**src/rtl/mem_arbiter_pkg.sv**
```systemverilog
// Shared types for the memory bus arbiter: access sizes, arbiter state
// encoding and the downstream (cbus) request/response bundles.
package mem_arbiter_pkg;

    typedef enum logic [2:0] {
        MSIZE1 = 3'd0,
        MSIZE2 = 3'd1,
        MSIZE4 = 3'd2,
        MSIZE8 = 3'd3
    } msize_t;

    typedef enum logic [1:0] {
        IDLE   = 2'd0,
        BUSY_I = 2'd1,
        BUSY_D = 2'd2
    } arb_state_t;

    typedef struct packed {
        logic        valid;
        logic        is_write;
        logic [63:0] addr;
        msize_t      size;
        logic [7:0]  strobe;
        logic [63:0] data;
    } cbus_req_t;

    typedef struct packed {
        logic        ready;
        logic [63:0] data;
    } cbus_resp_t;

    localparam int STARVE_W = 4;

endpackage

```
**src/rtl/mem_arbiter.sv**
```systemverilog
// Non-preemptive, single-outstanding arbiter sharing one memory bus between
// instruction fetch (ibus) and data (dbus); dbus has priority, bounded by a starvation counter.
module mem_arbiter
    import mem_arbiter_pkg::*;
#(
    parameter int STARVE_MAX = 4
) (
    input  logic                clk,
    input  logic                reset,

    input  logic                ireq_valid,
    input  logic [63:0]         ireq_addr,
    output logic                iresp_addr_ok,
    output logic                iresp_data_ok,
    output logic [31:0]         iresp_data,

    input  logic                dreq_valid,
    input  logic [63:0]         dreq_addr,
    input  logic [2:0]          dreq_size,
    input  logic [7:0]          dreq_strobe,
    input  logic [63:0]         dreq_data,
    output logic                dresp_addr_ok,
    output logic                dresp_data_ok,
    output logic [63:0]         dresp_data,

    output logic                creq_valid,
    output logic                creq_is_write,
    output logic [63:0]         creq_addr,
    output logic [2:0]          creq_size,
    output logic [7:0]          creq_strobe,
    output logic [63:0]         creq_data,
    input  logic                cresp_ready,
    input  logic [63:0]         cresp_data,

    output arb_state_t          dbg_state,
    output logic [STARVE_W-1:0] dbg_starve_cnt
);

    // Handshake: a requester holds *_valid until its data_ok pulse. addr_ok
    // is a combinational grant pulse only in IDLE; creq_valid stays high
    // from the cycle after the grant until cresp_ready, which ends the
    // transaction and is passed straight through as the owner's data_ok.

    localparam logic [STARVE_W-1:0] STARVE_LIMIT = STARVE_W'(STARVE_MAX);

    arb_state_t          state_q, state_d;
    logic [STARVE_W-1:0] starve_cnt;
    logic [63:0]         addr_q;
    msize_t              size_q;
    logic [7:0]          strobe_q;
    logic [63:0]         data_q;

    logic       force_i;
    logic       grant_i;
    logic       grant_d;
    cbus_req_t  creq;
    cbus_resp_t cresp;

    assign cresp   = '{ready: cresp_ready, data: cresp_data};
    assign force_i = (starve_cnt == STARVE_LIMIT) && ireq_valid;
    assign grant_i = (state_q == IDLE) && (force_i || (ireq_valid && !dreq_valid));
    assign grant_d = (state_q == IDLE) && !grant_i && dreq_valid;

    always_ff @(posedge clk or posedge reset) begin
        if (reset) begin
            state_q <= IDLE;
        end else begin
            state_q <= state_d;
        end
    end

    always_comb begin
        state_d = state_q;
        case (state_q)
            IDLE: begin
                if (grant_i) begin
                    state_d = BUSY_I;
                end else if (grant_d) begin
                    state_d = BUSY_D;
                end
            end
            BUSY_I, BUSY_D: begin
                if (cresp.ready) begin
                    state_d = IDLE;
                end
            end
            default: state_d = IDLE;
        endcase
    end

    // Request latch and starvation counter only move on a grant.
    always_ff @(posedge clk or posedge reset) begin
        if (reset) begin
            addr_q     <= '0;
            size_q     <= MSIZE1;
            strobe_q   <= '0;
            data_q     <= '0;
            starve_cnt <= '0;
        end else if (grant_i) begin
            addr_q     <= ireq_addr;
            size_q     <= MSIZE4;
            strobe_q   <= '0;
            data_q     <= '0;
            starve_cnt <= '0;
        end else if (grant_d) begin
            addr_q   <= dreq_addr;
            size_q   <= msize_t'(dreq_size);
            strobe_q <= dreq_strobe;
            data_q   <= dreq_data;
            if (ireq_valid) begin
                starve_cnt <= (starve_cnt == STARVE_LIMIT) ? starve_cnt
                                                           : starve_cnt + 1'b1;
            end else begin
                starve_cnt <= '0;
            end
        end
    end

    always_comb begin
        creq          = '0;
        iresp_addr_ok = grant_i && !reset;
        dresp_addr_ok = grant_d && !reset;
        iresp_data_ok = 1'b0;
        iresp_data    = '0;
        dresp_data_ok = 1'b0;
        dresp_data    = '0;
        if (state_q != IDLE) begin
            creq.valid    = 1'b1;
            creq.is_write = |strobe_q;
            creq.addr     = addr_q;
            creq.size     = size_q;
            creq.strobe   = strobe_q;
            creq.data     = data_q;
        end
        if (state_q == BUSY_I && cresp.ready) begin
            iresp_data_ok = 1'b1;
            iresp_data    = addr_q[2] ? cresp.data[63:32] : cresp.data[31:0];
        end
        if (state_q == BUSY_D && cresp.ready) begin
            dresp_data_ok = 1'b1;
            dresp_data    = cresp.data;
        end
    end

    assign creq_valid     = creq.valid;
    assign creq_is_write  = creq.is_write;
    assign creq_addr      = creq.addr;
    assign creq_size      = creq.size;
    assign creq_strobe    = creq.strobe;
    assign creq_data      = creq.data;
    assign dbg_state      = state_q;
    assign dbg_starve_cnt = starve_cnt;

endmodule

```
**config.mk**
```make
export PLATFORM = sky130hd
export DESIGN_NAME = mem_arbiter
export DESIGN_NICKNAME = d
export VERILOG_FILES = /design/src/rtl/mem_arbiter_pkg.sv /design/src/rtl/mem_arbiter.sv
export SDC_FILE = /design/constraint.sdc
export NUM_CORES = 1
export LEC_CHECK = 0
export CORE_AREA = 2 2 204 206
export DETAILED_ROUTE_END_ITERATION = 7
export DIE_AREA = 0 0 206 208
export HOLD_SLACK_MARGIN = 0.03
export PLACE_DENSITY = 0.5
export SYNTH_ARGS = -nofsm -noshare
export SYNTH_HDL_FRONTEND = slang
export SYNTH_SLANG_ARGS = --single-unit
export TNS_END_PERCENT = 20
```
**constraint.sdc**
```tcl
create_clock -name clk -period 10.8 [get_ports clk]
set_clock_uncertainty 0.15 [all_clocks]
set_input_delay 2.7 -clock clk [delete_from_list [all_inputs] [get_ports clk]]
set_output_delay 2.7 -clock clk [all_outputs]
set_load 0.02 [all_outputs]
```
==> impl_summary.txt <==
----------------------------------------------------
[Run status]
  Run status ... finished clean

[Timing]
  Setup TNS ... 0 ps
  Max Slew Vio Count ... 0
  Post-layout min period ... 8090 ps
  Slew of the pin with the lowest slew margin ... roughly 1100 ps
  Maximum achievable frequency ... 124 MHz
  Unrepaired setup endpoints after global routing ... false
  Final cycle utilization of the critical path ... ~75%
  Slew Limit Headroom ... 28.9%
  Final count of hold timing violations ... 0
  Setup-violating endpoint count in the final report ... 0

[Cells and area]
  Total non-filler cell area in the finished layout ... around 14000 um2
  Fill cells ... roughly 4100
  Synthesis-to-finish area growth ... 77.8%
  Total number of nets in the final design ... about 1500
  Area used by sequential logic in the layout ... 3630 um2
  Footprint of the multi-input gates ... 3810 um2
  Ant diodes ... 0
  Ratio of cells with drive above 1 in the final layout ... under 10%

[Run]
  Max Cap Violations ... 0

[Power]
  Max IR drop VDD ... roughly 0.19 mV
  Sequential fraction of design power ... 25.7%
  Proportion of power drawn by combinational gates ... approximately 58%
  Leakage power of the design ... between 0.005 and 0.006 uW
  Switch Pwr ... 1560 uW
  Power density over the cells ... around 270 nW/um2
  Power share of the clock group ... 16.0%
  Internal power ... between 2000 and 2500 uW
  Proportion of total power due to net switching ... 41.2%

[Min path]
  Hold_sp ... data_q[32]
  Endpoint with the worst hold slack ... data_q[32]
  Min-Delay Path Depth ... 1
  Worst Hold Class ... register to register

[Synth]
  Commonest register cell after synthesis ... sky130_fd_sc_hd__dfrtp_1
  Fraction of synthesis flops using an asynchronous set or reset pin ... 100%
  Count of flip-flops with a built-in enable after synthesis ... 0
  Number of standard cells after synthesis ... 740
  Sequential-to-total area share from yosys stat ... roughly 46%
  Mean post-synth cell area ... about 11 um2
  Synthesized net count ... between 1000 and 1500
  Synth Warn # ... 0
  Post-synthesis sequential element count ... between 100 and 150
  Mapped Area ... ~8000 um2
  Count of unique library cells instantiated by Yosys ... 33

[Route]
  Count of antenna-violating nets left after detailed routing ... 0
  Via count of the routed design ... 7614
  Drt initial violations ... between 400 and 500
  Per-cell via count in the routed design ... 4.33
  Routed Wire Length ... approximately 34000 um
  Router iterations before antenna repair ... 6
  Average routed wire per standard cell ... ~20 um
  Number of remaining DRC errors ... 0

[Floorplan]
  Die Span X ... a little over 200 um
  Number of cell rows ... between 70 and 80
  Die Ht ... 208 um
  Area of the core ... 40600 um2
  Total I/O pin count ... just over 500
  Starting Density ... about a fifth
  Die area ... ~43000 um2

[Clocking]
  Latest clock arrival within the worst-skew pair ... about 440 ps
  Post-CTS Setup Bufs ... 0
  Clock-pin slew reported for the worst setup and hold paths after clock tree synthesis ... around 70 ps
  Cell at the root of the clock tree ... sky130_fd_sc_hd__clkbuf_16
  TritonCTS clock tree ... yes
  Post-CTS resize count ... 0
  Longest Clk Path Bufs ... 2
  TritonCTS buffer count ... 17
  CTS H-tree lvls ... 4
  Cts-stage hold buffer count ... 0
  Number of clock sinks ... 145

[Global route]
  Global-route wire length before repair ... approximately 51000 um
  GRT Overall Usage ... between 10% and 20%
  Antenna violations before repair ... 0
  Number of global-route vias before repair ... 7905
  Maximum number of pins on one net before global-route repair ... 77
  Residual overflow from global routing ... 0

[Placed design]
  Placement Cell Area ... around 13000 um2
  Detailed placement HPWL ... 24400 um
  Final weighted congestion in routability-driven placement ... between 0.8 and 0.9
  Count of port buffers added during placement ... between 500 and 600

[Worst setup path]
  Largest fanout on the critical path ... 67
  Startpoint types ... input pin
  Worst path arrival time ... roughly 5200 ps
  Worst R2R Setup Slack ... approximately 7500 ps
  Classification of the worst setup path ... input pin to primary output
  Required time reported for the critical path endpoint ... 7950 ps
  Kind of end point of the critical path ... primary output
  FF-to-FF path depth ... 8
  Capture point of the worst reg-to-reg path ... addr_q[32]
  Startpoint of the most critical register-to-register path ... dbg_state[1]

----------------------------------------------------
==> power by group through the flow <==
stage / Combinational [uW] / Sequential (uW) / Clock [uW]
6_report: 2200 / 973 / 606
5_1_grt: 2360 / 1010 / 656
4_1_cts: 2250 / 975 / 633
3_5_place_dp: 2240 / 975 / 0
3_3_place_gp: 2240 / 974 / 0
2_1_floorplan: 1320 / 911 / 0
==> synthesized netlist by cell type (11+ instances only) <==
| cell type | count | area share, % |
|---|---|---|
| sky130_fd_sc_hd__buf_6 | 12 | 1.7 |
| sky130_fd_sc_hd__a22o_1 | 76 | 8.4 |
| sky130_fd_sc_hd__inv_1 | 11 | 0.52 |
| sky130_fd_sc_hd__dfrtp_1 | 145 | 46 |
| sky130_fd_sc_hd__buf_2 | 18 | 1.1 |
| sky130_fd_sc_hd__nor2_1 | 35 | 1.7 |
| sky130_fd_sc_hd__or2b_1 | 16 | 1.5 |
| sky130_fd_sc_hd__and3_1 | 65 | 5.2 |
| sky130_fd_sc_hd__mux2i_1 | 32 | 4.1 |
| sky130_fd_sc_hd__nand2b_1 | 49 | 3.9 |
| sky130_fd_sc_hd__clkbuf_1 | 38 | 1.8 |
| sky130_fd_sc_hd__o221a_1 | 50 | 7.1 |
| sky130_fd_sc_hd__o221a_2 | 14 | 2.0 |
| sky130_fd_sc_hd__nor2b_1 | 140 | 11 |
==> critical path, stage by stage <==
cell and delay [ps]:
sky130_fd_sc_hd__clkdlybuf4s50_1 450, sky130_fd_sc_hd__buf_4 480, sky130_fd_sc_hd__nand2_1 450, sky130_fd_sc_hd__buf_4 360, sky130_fd_sc_hd__nor2_1 150, sky130_fd_sc_hd__clkdlybuf4s50_1 620
==> metal layers <==
metal / global-route usage (%) / vias up / wire length [um]
met5: 0 / - / 0
met4: 4.73 / 0 / 757
met3: 5.83 / 39 / 3020
met2: 25.9 / 321 / 16300
met1: 18.6 / 3659 / 14400
li1: - / 3595 / -
==> worst max-delay path by stage <==
stage	slack, ps	cells after the start	to	start
CTS	2760	6	iresp_data[8]	cresp_ready
global route	2600	6	iresp_data[7]	cresp_ready
global placement	2880	6	iresp_data[6]	cresp_ready
detailed placement	2770	6	iresp_data[7]	cresp_ready
floorplan	4060	1	addr_q[0]	reset
finish	2710	6	iresp_data[7]	cresp_ready
==> cell usage in the layout, fill, tap and decap left out, types with 6 or more instances in the layout <==
cell,count
sky130_fd_sc_hd__clkdlybuf4s50_1,518
sky130_fd_sc_hd__dfrtp_1,144
sky130_fd_sc_hd__nor2b_1,140
sky130_fd_sc_hd__a22o_1,76
sky130_fd_sc_hd__and3_1,65
sky130_fd_sc_hd__o221a_1,50
sky130_fd_sc_hd__nand2b_1,49
sky130_fd_sc_hd__nor2_1,35
sky130_fd_sc_hd__mux2i_1,32
sky130_fd_sc_hd__clkbuf_16,17
sky130_fd_sc_hd__or2b_1,16
sky130_fd_sc_hd__o221a_2,14
sky130_fd_sc_hd__buf_4,12
sky130_fd_sc_hd__inv_1,10
sky130_fd_sc_hd__inv_6,6
==> per-stage QoR <==
stage               setup WS [ps]  power [uW]  util (%)  std cells  hold slack (ps)
floorplan                    4060        2230         -        740              315
global placement             2880        3220      33.1       1727              330
detailed placement           2770        3220      33.1       1727              332
CTS                          2760        3850      34.5       1759              352
global route                 2600        4030      34.5       1759              359
finish                       2710        3780      34.5       1759              347
==> sequential cells by signal, summed over array words and instances (netlist names) <==
signal / count
data_q: 64
size_q: 3
strobe_q: 8
dbg_starve_cnt: 4
addr_q: 64
dbg_state: 2
==> cell type report <==
type	count	area share [%]
tap	532	4.75
clock inverter	12	0.857
multi-input combinational	509	27.2
inverter	11	0.330
timing repair buffer	530	37.7
sequential	145	25.9
clock buffer	20	3.26
==> kinds of logic after synthesis <==
group	Yosys count	share of synthesized area, %
AOI/OAI and AO/OA	155	19.0
buffers and inverters	86	5.86
muxes	32	4.06
and+or+nand+nor	317	24.2
DFF	145	46.0
adders and majority gates	5	0.794
No activity file was read; power rests on OpenSTA's default activity.
